**config.mk**
```make
export PLATFORM = sky130hd
export DESIGN_NAME = button_repeat
export DESIGN_NICKNAME = d
export VERILOG_FILES = /design/src/rtl/vga_ctrl_pkg.sv /design/src/rtl/button_repeat_edge_detect.sv /design/src/rtl/button_repeat.sv
export SDC_FILE = /design/constraint.sdc
export NUM_CORES = 1
export LEC_CHECK = 0
export CORE_MARGIN = 2
export CORE_UTILIZATION = 28
export DETAILED_ROUTE_END_ITERATION = 10
export HOLD_SLACK_MARGIN = 0.15
export PLACE_DENSITY_LB_ADDON = 0.08
export REMOVE_ABC_BUFFERS = 1
export SYNTH_ARGS = -nofsm -noshare
export SYNTH_HDL_FRONTEND = slang
export SYNTH_HIERARCHICAL = 1
export SYNTH_SLANG_ARGS = --single-unit
export TNS_END_PERCENT = 100
```
**constraint.sdc**
```tcl
create_clock -name clk_1KHz -period 3.3 [get_ports clk_1KHz]
set_clock_uncertainty 0.1 [all_clocks]
set_input_delay 0.495 -clock clk_1KHz [delete_from_list [all_inputs] [get_ports clk_1KHz]]
set_output_delay 0.495 -clock clk_1KHz [all_outputs]
set_load 0.005 [all_outputs]
```
**src/rtl/vga_ctrl_pkg.sv**
```systemverilog
// Shared constants for the VGA control front end: button FSM state encoding,
// repeat-counter width and default timing, plus a saturating increment helper.
package vga_ctrl_pkg;

  typedef enum logic [1:0] {
    IDLE   = 2'd0,
    WAIT   = 2'd1,
    REPEAT = 2'd2
  } state_t;

  localparam int RPT_CNT_W        = 8;
  localparam int DEFAULT_DELAY_MS = 500;
  localparam int DEFAULT_RATE_MS  = 100;

  function automatic logic [RPT_CNT_W-1:0] sat_inc(input logic [RPT_CNT_W-1:0] v);
    return (v == {RPT_CNT_W{1'b1}}) ? v : v + 1'b1;
  endfunction

endpackage

```
**src/rtl/button_repeat_edge_detect.sv**
```systemverilog
// Registers a button level and reports its rising and falling edges.
// Shared by every pushbutton on the board.
module edge_detect (
  input  logic clk_1KHz,
  input  logic rst,
  input  logic level,
  output logic rise,
  output logic fall
);

  logic btn_q;

  always_ff @(posedge clk_1KHz) begin
    if (rst) btn_q <= 1'b0;
    else     btn_q <= level;
  end

  assign rise = level & ~btn_q;
  assign fall = ~level & btn_q;

endmodule

```
**src/rtl/button_repeat.sv**
```systemverilog
// Turns a debounced button level into press/release strobes, a hold-to-repeat
// step train, a long-press flag and a saturating repeat count.
module button_repeat
  import vga_ctrl_pkg::*;
#(
  parameter int DELAY_MS = DEFAULT_DELAY_MS,
  parameter int RATE_MS  = DEFAULT_RATE_MS,
  parameter int CNT_W    = 10
) (
  input  logic                 clk_1KHz,
  input  logic                 rst,
  input  logic                 debounced,
  output logic                 press_pulse,
  output logic                 release_pulse,
  output logic                 rpt_pulse,
  output logic                 step,
  output logic                 long_press,
  output logic [RPT_CNT_W-1:0] rpt_count
);

  generate
    if (DELAY_MS < 2 || DELAY_MS > 1023 || RATE_MS < 2 || RATE_MS > 1023)
      begin : g_bad_timing
        $error("button_repeat: DELAY_MS and RATE_MS must lie in 2..1023");
      end
    if ((2 ** CNT_W) <= DELAY_MS || (2 ** CNT_W) <= RATE_MS)
      begin : g_bad_width
        $error("button_repeat: CNT_W too narrow for DELAY_MS/RATE_MS");
      end
  endgenerate

  logic rise, fall;

  edge_detect u_edge (
    .clk_1KHz (clk_1KHz),
    .rst      (rst),
    .level    (debounced),
    .rise     (rise),
    .fall     (fall)
  );

  state_t               state_reg, state_next;
  logic [CNT_W-1:0]     counter_reg, counter_next;
  logic                 press_reg, press_next;
  logic                 release_reg, release_next;
  logic                 rpt_reg, rpt_next;
  logic                 step_reg, step_next;
  logic                 long_reg, long_next;
  logic [RPT_CNT_W-1:0] rpt_count_reg, rpt_count_next;

  logic delay_done, rate_done;
  assign delay_done = (counter_reg == CNT_W'(DELAY_MS - 1));
  assign rate_done  = (counter_reg == CNT_W'(RATE_MS - 1));

  always_ff @(posedge clk_1KHz) begin
    if (rst) begin
      state_reg     <= IDLE;
      counter_reg   <= '0;
      press_reg     <= 1'b0;
      release_reg   <= 1'b0;
      rpt_reg       <= 1'b0;
      step_reg      <= 1'b0;
      long_reg      <= 1'b0;
      rpt_count_reg <= '0;
    end else begin
      state_reg     <= state_next;
      counter_reg   <= counter_next;
      press_reg     <= press_next;
      release_reg   <= release_next;
      rpt_reg       <= rpt_next;
      step_reg      <= step_next;
      long_reg      <= long_next;
      rpt_count_reg <= rpt_count_next;
    end
  end

  // A release always beats a terminal count arriving on the same cycle.
  always_comb begin
    state_next = state_reg;
    case (state_reg)
      IDLE:    if (rise) state_next = WAIT;
      WAIT:    if (fall) state_next = IDLE;
               else if (delay_done) state_next = REPEAT;
      REPEAT:  if (fall) state_next = IDLE;
      default: state_next = IDLE;
    endcase
  end

  always_comb begin
    counter_next   = counter_reg;
    press_next     = 1'b0;
    release_next   = 1'b0;
    rpt_next       = 1'b0;
    long_next      = long_reg;
    rpt_count_next = rpt_count_reg;
    case (state_reg)
      IDLE: begin
        if (rise) begin
          press_next     = 1'b1;
          counter_next   = '0;
          rpt_count_next = '0;
        end
      end
      WAIT: begin
        if (fall) begin
          release_next = 1'b1;
        end else if (delay_done) begin
          rpt_next       = 1'b1;
          long_next      = 1'b1;
          counter_next   = '0;
          rpt_count_next = RPT_CNT_W'(1);
        end else begin
          counter_next = counter_reg + 1'b1;
        end
      end
      REPEAT: begin
        if (fall) begin
          release_next = 1'b1;
          long_next    = 1'b0;
        end else if (rate_done) begin
          rpt_next       = 1'b1;
          counter_next   = '0;
          rpt_count_next = sat_inc(rpt_count_reg);
        end else begin
          counter_next = counter_reg + 1'b1;
        end
      end
      default: begin
        counter_next = '0;
        long_next    = 1'b0;
      end
    endcase
    step_next = press_next | rpt_next;
  end

  assign press_pulse   = press_reg;
  assign release_pulse = release_reg;
  assign rpt_pulse     = rpt_reg;
  assign step          = step_reg;
  assign long_press    = long_reg;
  assign rpt_count     = rpt_count_reg;

endmodule

```
=== Word-level counts from Yosys, hierarchy flattened ===
Index checks and enable logic that the tools add are counted.

* Add/sub/neg operators: 2
* Reduce and logical (&&, ||, !) cells: 8
* Mux-type cells: 30
* Bitwise operators: 7
* Equal/unequal tests: 13

{| class="wikitable"
|+ Operator list
! cell !! count
|-
| 10-bit two-way mux || 5
|-
| 8-bit two-way mux || 6
|-
| 10-bit case mux with 3 select lines || 1
|-
| 8-bit case mux with 3 select lines || 1
|-
| 2-bit inequality test (second input constant) || 7
|-
| 10-bit by 1-bit adder with 10-bit output (second input constant) || 1
|-
| 10-bit by 7-bit == test with 1-bit output (second input constant) || 1
|-
| 10-bit by 9-bit == test with 1-bit output (second input constant) || 1
|-
| 1-bit two-way mux || 10
|-
| 8-bit by 1-bit adder with 8-bit output (second input constant) || 1
|-
| 8-bit == test (second input constant) || 1
|-
| 2-bit two-way mux || 4
|-
| 7-bit AND reduction || 1
|-
| 2-bit case mux with 3 select lines || 1
|-
| 3-bit AND reduction || 2
|-
| 1-bit inverter || 4
|-
| 4-bit AND reduction || 1
|-
| 2-bit OR reduction || 2
|-
| 3-bit inequality test (second input constant) || 1
|-
| 1-bit case mux with 3 select lines || 1
|-
| 3-bit nonzero test || 1
|-
| 1-bit bitwise AND || 2
|-
| 2-bit by 1-bit == test with 1-bit output (second input constant) || 1
|-
| 2-bit == test (second input constant) || 1
|-
| other kinds (3) || 3
|}

* Register bits after elaboration: 26
* Word-level logic and storage cells: 69
* Input port bits: 3

=== Longest topological paths before layout ===
Gate-level depths: netlist (run 1).

* Word-level depth: 5
* Mapped depth: 9

=== Hierarchy ===
The synthesis (run 1) kept the hierarchy.

{| class="wikitable"
|+ By module, submodules not included
! module !! times used !! cells an instance !! area each (µm²) !! sequential area each (µm²)
|-
| button_repeat || 1 || 148 || 1278.7 || 500.5
|-
| edge_detect || 1 || 4 || 38.8 || 20.0
|}

=== Worst setup path before layout (run 1) ===
No wires, ideal clock.

* Path kind: register to register
* Start point: reg counter_reg[0]
* End point: reg rpt_count_reg[3], in the netlist rpt_count[3]
* Cell stages (with the launch flop): 7
* Setup slack: 1.025 ns
* Path buffers: 0
* Data required time: 3.129 ns
* Data arrival time: 2.105 ns
* Clock period less this slack: 2.275 ns
* Path through: dfxtp_1 > ha_1 > or4b_4 > o41ai_4 > nand4b_2 > or4b_1 > a21oi_1

* Longest elaborated chain between the ends: 3

{| class="wikitable"
|+ Ends and longest elaborated chain
! what !! RTL line !! text
|-
| start, declared || button_repeat.sv:43 || <nowiki>logic [CNT_W-1:0] counter_reg, counter_next;</nowiki>
|-
| start signal, assigned || button_repeat.sv:67 || <nowiki>counter_reg <= counter_next;</nowiki>
|-
| 10-bit by 7-bit == test with 1-bit output / 10-bit by 9-bit == test with 1-bit output (equally long branches) || button_repeat.sv:53, button_repeat.sv:52 ||
|-
| 2-bit inequality test (no source line) || n/a ||
|-
| 7-bit AND reduction (no source line) * || n/a ||
|-
| end signal, assigned || button_repeat.sv:73 || <nowiki>rpt_count_reg <= rpt_count_next;</nowiki>
|-
| end, declared || button_repeat.sv:49 || <nowiki>logic [RPT_CNT_W-1:0] rpt_count_reg, rpt_count_next;</nowiki>
|}

Mark *: on every way between the ends. The rest lies on a longest branch, timed or not.
A chain may end at the register's enable or synchronous reset.

=== Worst setup path after layout (run 1) ===
* Start point: reg counter_reg[0]
* End point: reg rpt_count_reg[5], in the netlist rpt_count[5]

The elaborated chain is that of the path after synthesis.

==> run summary, run 1 <==
Cell depth of the worst hold path: 2
Vias in the first global route: 1119
Worst-Margin Slew: 0.4339 ns
Post-DP HPWL: 2241 microns
Hold Fails Final Rpt: 0
Final RePlAce weighted congestion: 0.7475
Worst Path Arrival: 2.77 ns
Row count: 24
Cells after Synth: 152
Asr flop ratio synth: 0%
Yosys reg bits: 26
Router iterations before antenna repair: 4
Share of layout cells above drive strength 1: 8.284%
Status: complete, no violations
Worst Setup End Kind: register
Largest net degree at the start of global routing: 17
Most common cell in the netlist: dfxtp_1
Synthesized cell area: 0.001318 sq mm
Post-synth top area share: 39.51%
I/O Pins: 16
Chip Width: 72.60 microns
Seq/Total Area, Yosys: 39.51%
Via count: 1123
# DRC: 0
Nets: 179
Congestion Overflow GR: 0
Startpoint types: register
Antenna violations before repair: 0
RSZ-0062 raised after global routing: false
Synth area leaders: dfxtp_1 (40%), nor2_1 (6.0%), ha_1 (5.7%), xnor2_1 (4.0%), a21oi_1 (3.0%)
FILL cells: 470
Die span in y: 72.60 microns
Number of H-tree levels: 1
Ys Warns: 6
# setup viols final: 0
Pre-CTS setup slack: 0.5531 ns
CP Data Required Time: 3.41 ns
EDFF count, synth: 0
WL final: 3066 microns
LEAKAGE: 0.5577 nW
Slew Viols, Final: 0
Power per cell area: 429.1 mW/mm^2
Slew headroom: 70.77%
Hold Path Class: register to register
Worst-Skew Late Latency: 0.27 ns
Core area: 0.004444 sq mm
Max Fanout on Critical Path: 16
Synth cell count leaders: dfxtp_1 (26), nor2_1 (21), a21oi_1 (8), nand2_1 (8), o21ai_0 (8)
Gr usage total: 12.58%
Root Driver: clkbuf_8
Post-CTS resize count: 0
CTS sink cnt: 26
Clock transition at the registers of the reported paths: 0.09 ns
DIE AREA: 0.005270 sq mm
Max FFs per register: 10
Worst Path Class, Setup: register to register
Port Buf Inserts: 15
Initial cell density of the core: 29.65%
Initial drt markers: 39
Worst VDD drop: 0.1285 mV
Post-Route M1 WL: 1494 microns
P&R area growth vs syn: 22.03%
DRT antenna net count: 0
Post-route setup slack: 0.6411 ns
DR WL met2: 1468 microns
CTS tree: yes
CTS max path bufs: 2
Setup repair bufs after CTS: 0
Met3 WL: 77 microns
Maxcap violations: 0
Ant diodes: 0
FF-to-FF path depth: 6
Setup TNS: 0 ns
Post-CTS Hold Fix Bufs: 0
Total CTS buffers: 3
Dominant cell type by area after synthesis: dfxtp_1
Final Core Density: 36.18%
Top Metal Used: met4
First-pass GRT wire length: 5264 microns
Predominant post-synthesis flop cell: dfxtp_1
Fin crit share: 80.57%
Vias per Instance: 5.081
Max Freq: 376.1 MHz
Synthesized area per cell: 8.668 sq um
WL per Instance: 13.87 microns
Min Tclk post-route: 2.659 ns
Netlist cell types: 36
through the flow:
step	cells	power, mW	area, sq um	hold slack [ns]
final	221	0.6899	1608	0.4248
after global routing	221	0.7210	1608	0.4627
after CTS	221	0.7022	1608	0.4304
after detailed placement	217	0.4306	1536	0.4077
after global placement	217	0.4274	1536	0.3976
after floorplan	147	0.3972	1299	0.3786
logic make-up (layout without fill, tap and decap cells):
| logic type | after synthesis | in the layout | share of synthesized area [%] |
|---|---|---|---|
| adder cells (fa/ha/maj) | 6 | 6 | 5.698 |
| flip-flops | 26 | 26 | 39.51 |
| multiplexers | 2 | 2 | 1.520 |
| AND/OR/NAND/NOR | 69 | 69 | 29.06 |
| buffers and inverters | 12 | 29 | 3.419 |
| AO/OA/AOI/OAI | 28 | 28 | 14.82 |
| XOR/XNOR | 9 | 9 | 5.983 |
layer usage:
metal  global-route usage (%)  up-vias
li1                         -      573
met1                    16.68      528
met2                    21.01       18
met3                    1.657        4
met4                    4.321        0
met5                        0        -
power breakdown:
group	internal, mW	switching, mW
Combinational	0.0375	0.0565
Sequential	0.322	0.00632
Clock	0.162	0.105
Total	0.522	0.168
layout make-up:
type                            count  area (sq um)  area share [%]
Inverter                            7         26.28           1.634
Clock inverter                      1         30.03           1.868
Sequential cell                    26         520.5           32.37
Clock buffer                        3         41.29           2.568
Multi-Input combinational cell    114         752.0           46.77
Tap cell                           52         65.06           4.047
Timing Repair Buffer               18         172.7           10.74
critical path, cell delays in order, from the launching register on:
cell	delay, ns
dfxtp_1	0.37
ha_1	0.20
or4b_4	0.52
o41ai_4	0.34
nand4b_2	0.35
or4b_1	0.57
a21oi_1	0.14
worst paths after layout:
kind / startpoint / endpoint / slack, ns
setup / recovery: counter_reg[0]$_SDFFE_PP0P_ / rpt_count[5]$_SDFFE_PP0P_ / 0.64
hold / removal: counter_reg[1]$_SDFFE_PP0P_ / counter_reg[1]$_SDFFE_PP0P_ / 0.42
setup reg to reg: counter_reg[0]$_SDFFE_PP0P_ / rpt_count[5]$_SDFFE_PP0P_ / 0.64
hold reg to reg: counter_reg[1]$_SDFFE_PP0P_ / counter_reg[1]$_SDFFE_PP0P_ / 0.42
cell usage in the layout (no fill, tap or decap), types with 4 or more instances in the layout:
cell             synthesis  final
dfxtp_1                 26     26
o21ai_0                  8      8
nand3_1                  4      4
xnor2_1                  6      6
nand2_1                  8      8
nand4_1                  4      4
clkdlybuf4s50_1          0     15
a21oi_1                  8      8
nor3_1                   7      7
ha_1                     6      6
inv_1                    7      7
and3_1                   4      4
nor2_1                  21     21
(Power assumes the default switching activity.)
==> inputs of run 2 (changes only) <==
- clock period: 3.3 -> 2.78 ns (I/O delays scaled with it)
==> run summary, run 2 (synthesis gave the netlist of run 1 again) <==
Status: complete, no violations
Largest net degree at the start of global routing: 15 (-2)
Total CTS buffers: 3 (unchanged)
Nets: 181 (+1.1%)
Max FFs per register: 10 (unchanged)
Final Cell Area: 0.001607 sq mm (about the same)
Congestion Overflow GR: 0 (unchanged)
Clock transition at the registers of the reported paths: 0.09 ns (about the same)
Core area: 0.004444 sq mm (unchanged)
Slew Viols, Final: 0 (unchanged)
Hold Path Class: register to register
# setup viols final: 0 (unchanged)
Max Fanout on Critical Path: 12 (-4)
CTS max path bufs: 2 (unchanged)
CTS sink cnt: 26 (unchanged)
Worst VDD drop: 0.2042 mV (+59%)
Commonest non-fill, non-tap cells in the layout: dfxtp_1 (26), nor2_1 (21), clkdlybuf4s50_1 (15)
RSZ-0062 raised after global routing: false
Placed Area: 0.001551 sq mm (+0.98%)
Initial cell density of the core: 29.65% (unchanged)
Worst hold path startpoint: counter_reg[1]$_SDFFE_PP0P_
Vias in the first global route: 1121 (+0.18%)
FF-to-FF path depth: 6 (unchanged)
First-pass GRT wire length: 5099 microns (-3.1%)
Worst Path Arrival: 2.73 ns (-0.04 ns)
Post-DP HPWL: 2278 microns (+1.7%)
Final Core Density: 36.15% (about the same)
Busiest grt layer: met2
Reg-to-Reg Start: counter_reg[0]$_SDFFE_PP0P_
WL final: 3031 microns (-1.1%)
Post-CTS Hold Fix Bufs: 0 (unchanged)
Met3 GRT Util: 3.729% (+2.1 points)
DRT antenna net count: 0 (unchanged)
Initial drt markers: 42 (+7.7%)
Max Freq: 381.7 MHz (+1.5%)
Vias per Instance: 5.076 (-0.10%)
Commonest non-fill, non-tap cell in the layout: dfxtp_1
Cell depth of the worst hold path: 2 (unchanged)
Maxcap violations: 0 (unchanged)
P&R area growth vs syn: 21.94% (about the same)
CTS tree: yes
Via count: 1132 (+0.80%)
Share of layout cells above drive strength 1: 9.357% (+1.1 points)
Post-CTS resize count: 0 (unchanged)
CP Data Required Time: 2.89 ns (-0.52 ns)
Worst Path Class, Setup: register to register
WHS Endpoint: counter_reg[1]$_SDFFE_PP0P_
Grt met1 use: 15.45% (-1.2 points)
Worst-Skew Late Latency: 0.27 ns (about the same)
Met2 usage: 20.61% (-0.40 points)
Final RePlAce weighted congestion: 0.8299 (+11%)
Gr usage total: 12.28% (-0.30 points)
Setup repair bufs after CTS: 0 (unchanged)
Reg2Reg Setup Slack: 0.16 ns (-0.48 ns)
Hold Fails Final Rpt: 0 (unchanged)
Min Tclk post-route: 2.620 ns (-0.03906 ns)
DIE AREA: 0.005270 sq mm (unchanged)
Slew headroom: 72.50% (+1.7 points)
WL per Instance: 13.59 microns (-2.0%)
Ant diodes: 0 (unchanged)
Antenna violations before repair: 0 (unchanged)
Number of H-tree levels: 1 (unchanged)
Setup TNS: 0 ns (unchanged)
RR Endpoint: rpt_count[5]$_SDFFE_PP0P_
LEAKAGE: 0.5606 nW (+0.52%)
Startpoint types: register
Router iterations before antenna repair: 4 (unchanged)
Root Driver: clkbuf_8
Chip Width: 72.60 microns (unchanged)
Fin crit share: 94.24% (+14 points)
# DRC: 0 (unchanged)
Worst Setup End Kind: register
Row count: 24 (unchanged)
Die span in y: 72.60 microns (unchanged)
I/O Pins: 16 (unchanged)
Worst-Margin Slew: 0.4082 ns (-0.02566 ns)
Power per cell area: 469.0 mW/mm^2 (+9.3%)
Worst hold slack: 0.4259 ns (+0.001060 ns)
Port Buf Inserts: 15 (unchanged)
[run 2: cell type report]
class	instances	area (sq um)
clock buffers	4	55.05
inverters	7	26.28
fillers	474	2838
repair buffers	20	187.7
multi-input cells	114	752.0
well taps	52	65.06
flip-flops and latches	26	520.5
[run 2: through the flow]
step	cells	power, mW	worst slack [ns]
after global routing	223	0.8049	0.008314
after CTS	223	0.7715	0.1665
after floorplan	147	0.4715	0.3731
after detailed placement	219	0.5194	0.1760
final	223	0.7535	0.1602
after global placement	219	0.5160	0.2588
[run 2: routing by layer]
metal  wire length [microns]  vias to the layer above
met2                    1451                       18
met1                    1474                      531
met5                       0                        -
met4                      21                        0
li1                        -                      581
met3                      84                        2
[run 2: how the worst max path moves through the flow]
| stage | slack, ns | to | from | cells after the start |
|---|---|---|---|---|
| global placement | 0.26 | rpt_count[3]$_SDFFE_PP0P_ | debounced | 7 |
| floorplan | 0.37 | rpt_count[3]$_SDFFE_PP0P_ | counter_reg[0]$_SDFFE_PP0P_ | 6 |
| detailed placement | 0.18 | rpt_count[5]$_SDFFE_PP0P_ | debounced | 7 |
| CTS | 0.17 | rpt_count[3]$_SDFFE_PP0P_ | counter_reg[0]$_SDFFE_PP0P_ | 6 |
| finish | 0.16 | rpt_count[5]$_SDFFE_PP0P_ | counter_reg[0]$_SDFFE_PP0P_ | 6 |
| global route | 0.008 | rpt_count[5]$_SDFFE_PP0P_ | counter_reg[0]$_SDFFE_PP0P_ | 6 |
[run 2: critical path, cell delays in order, from the launching register on]
cell and delay (ns):
dfxtp_1 0.37, ha_1 0.19, or4b_4 0.52, o41ai_4 0.39, nand4b_2 0.30, or4b_1 0.53
a21oi_1 0.15
[run 2: where the power goes]
part | total (mW) | leakage (nW) | internal (mW) | switching [mW]
Sequential | 0.390 | 0.210 | 0.382 | 0.00734
Clock | 0.245 | 0.0288 | 0.127 | 0.118
Combinational | 0.119 | 0.321 | 0.0508 | 0.0685
Total | 0.754 | 0.561 | 0.559 | 0.194
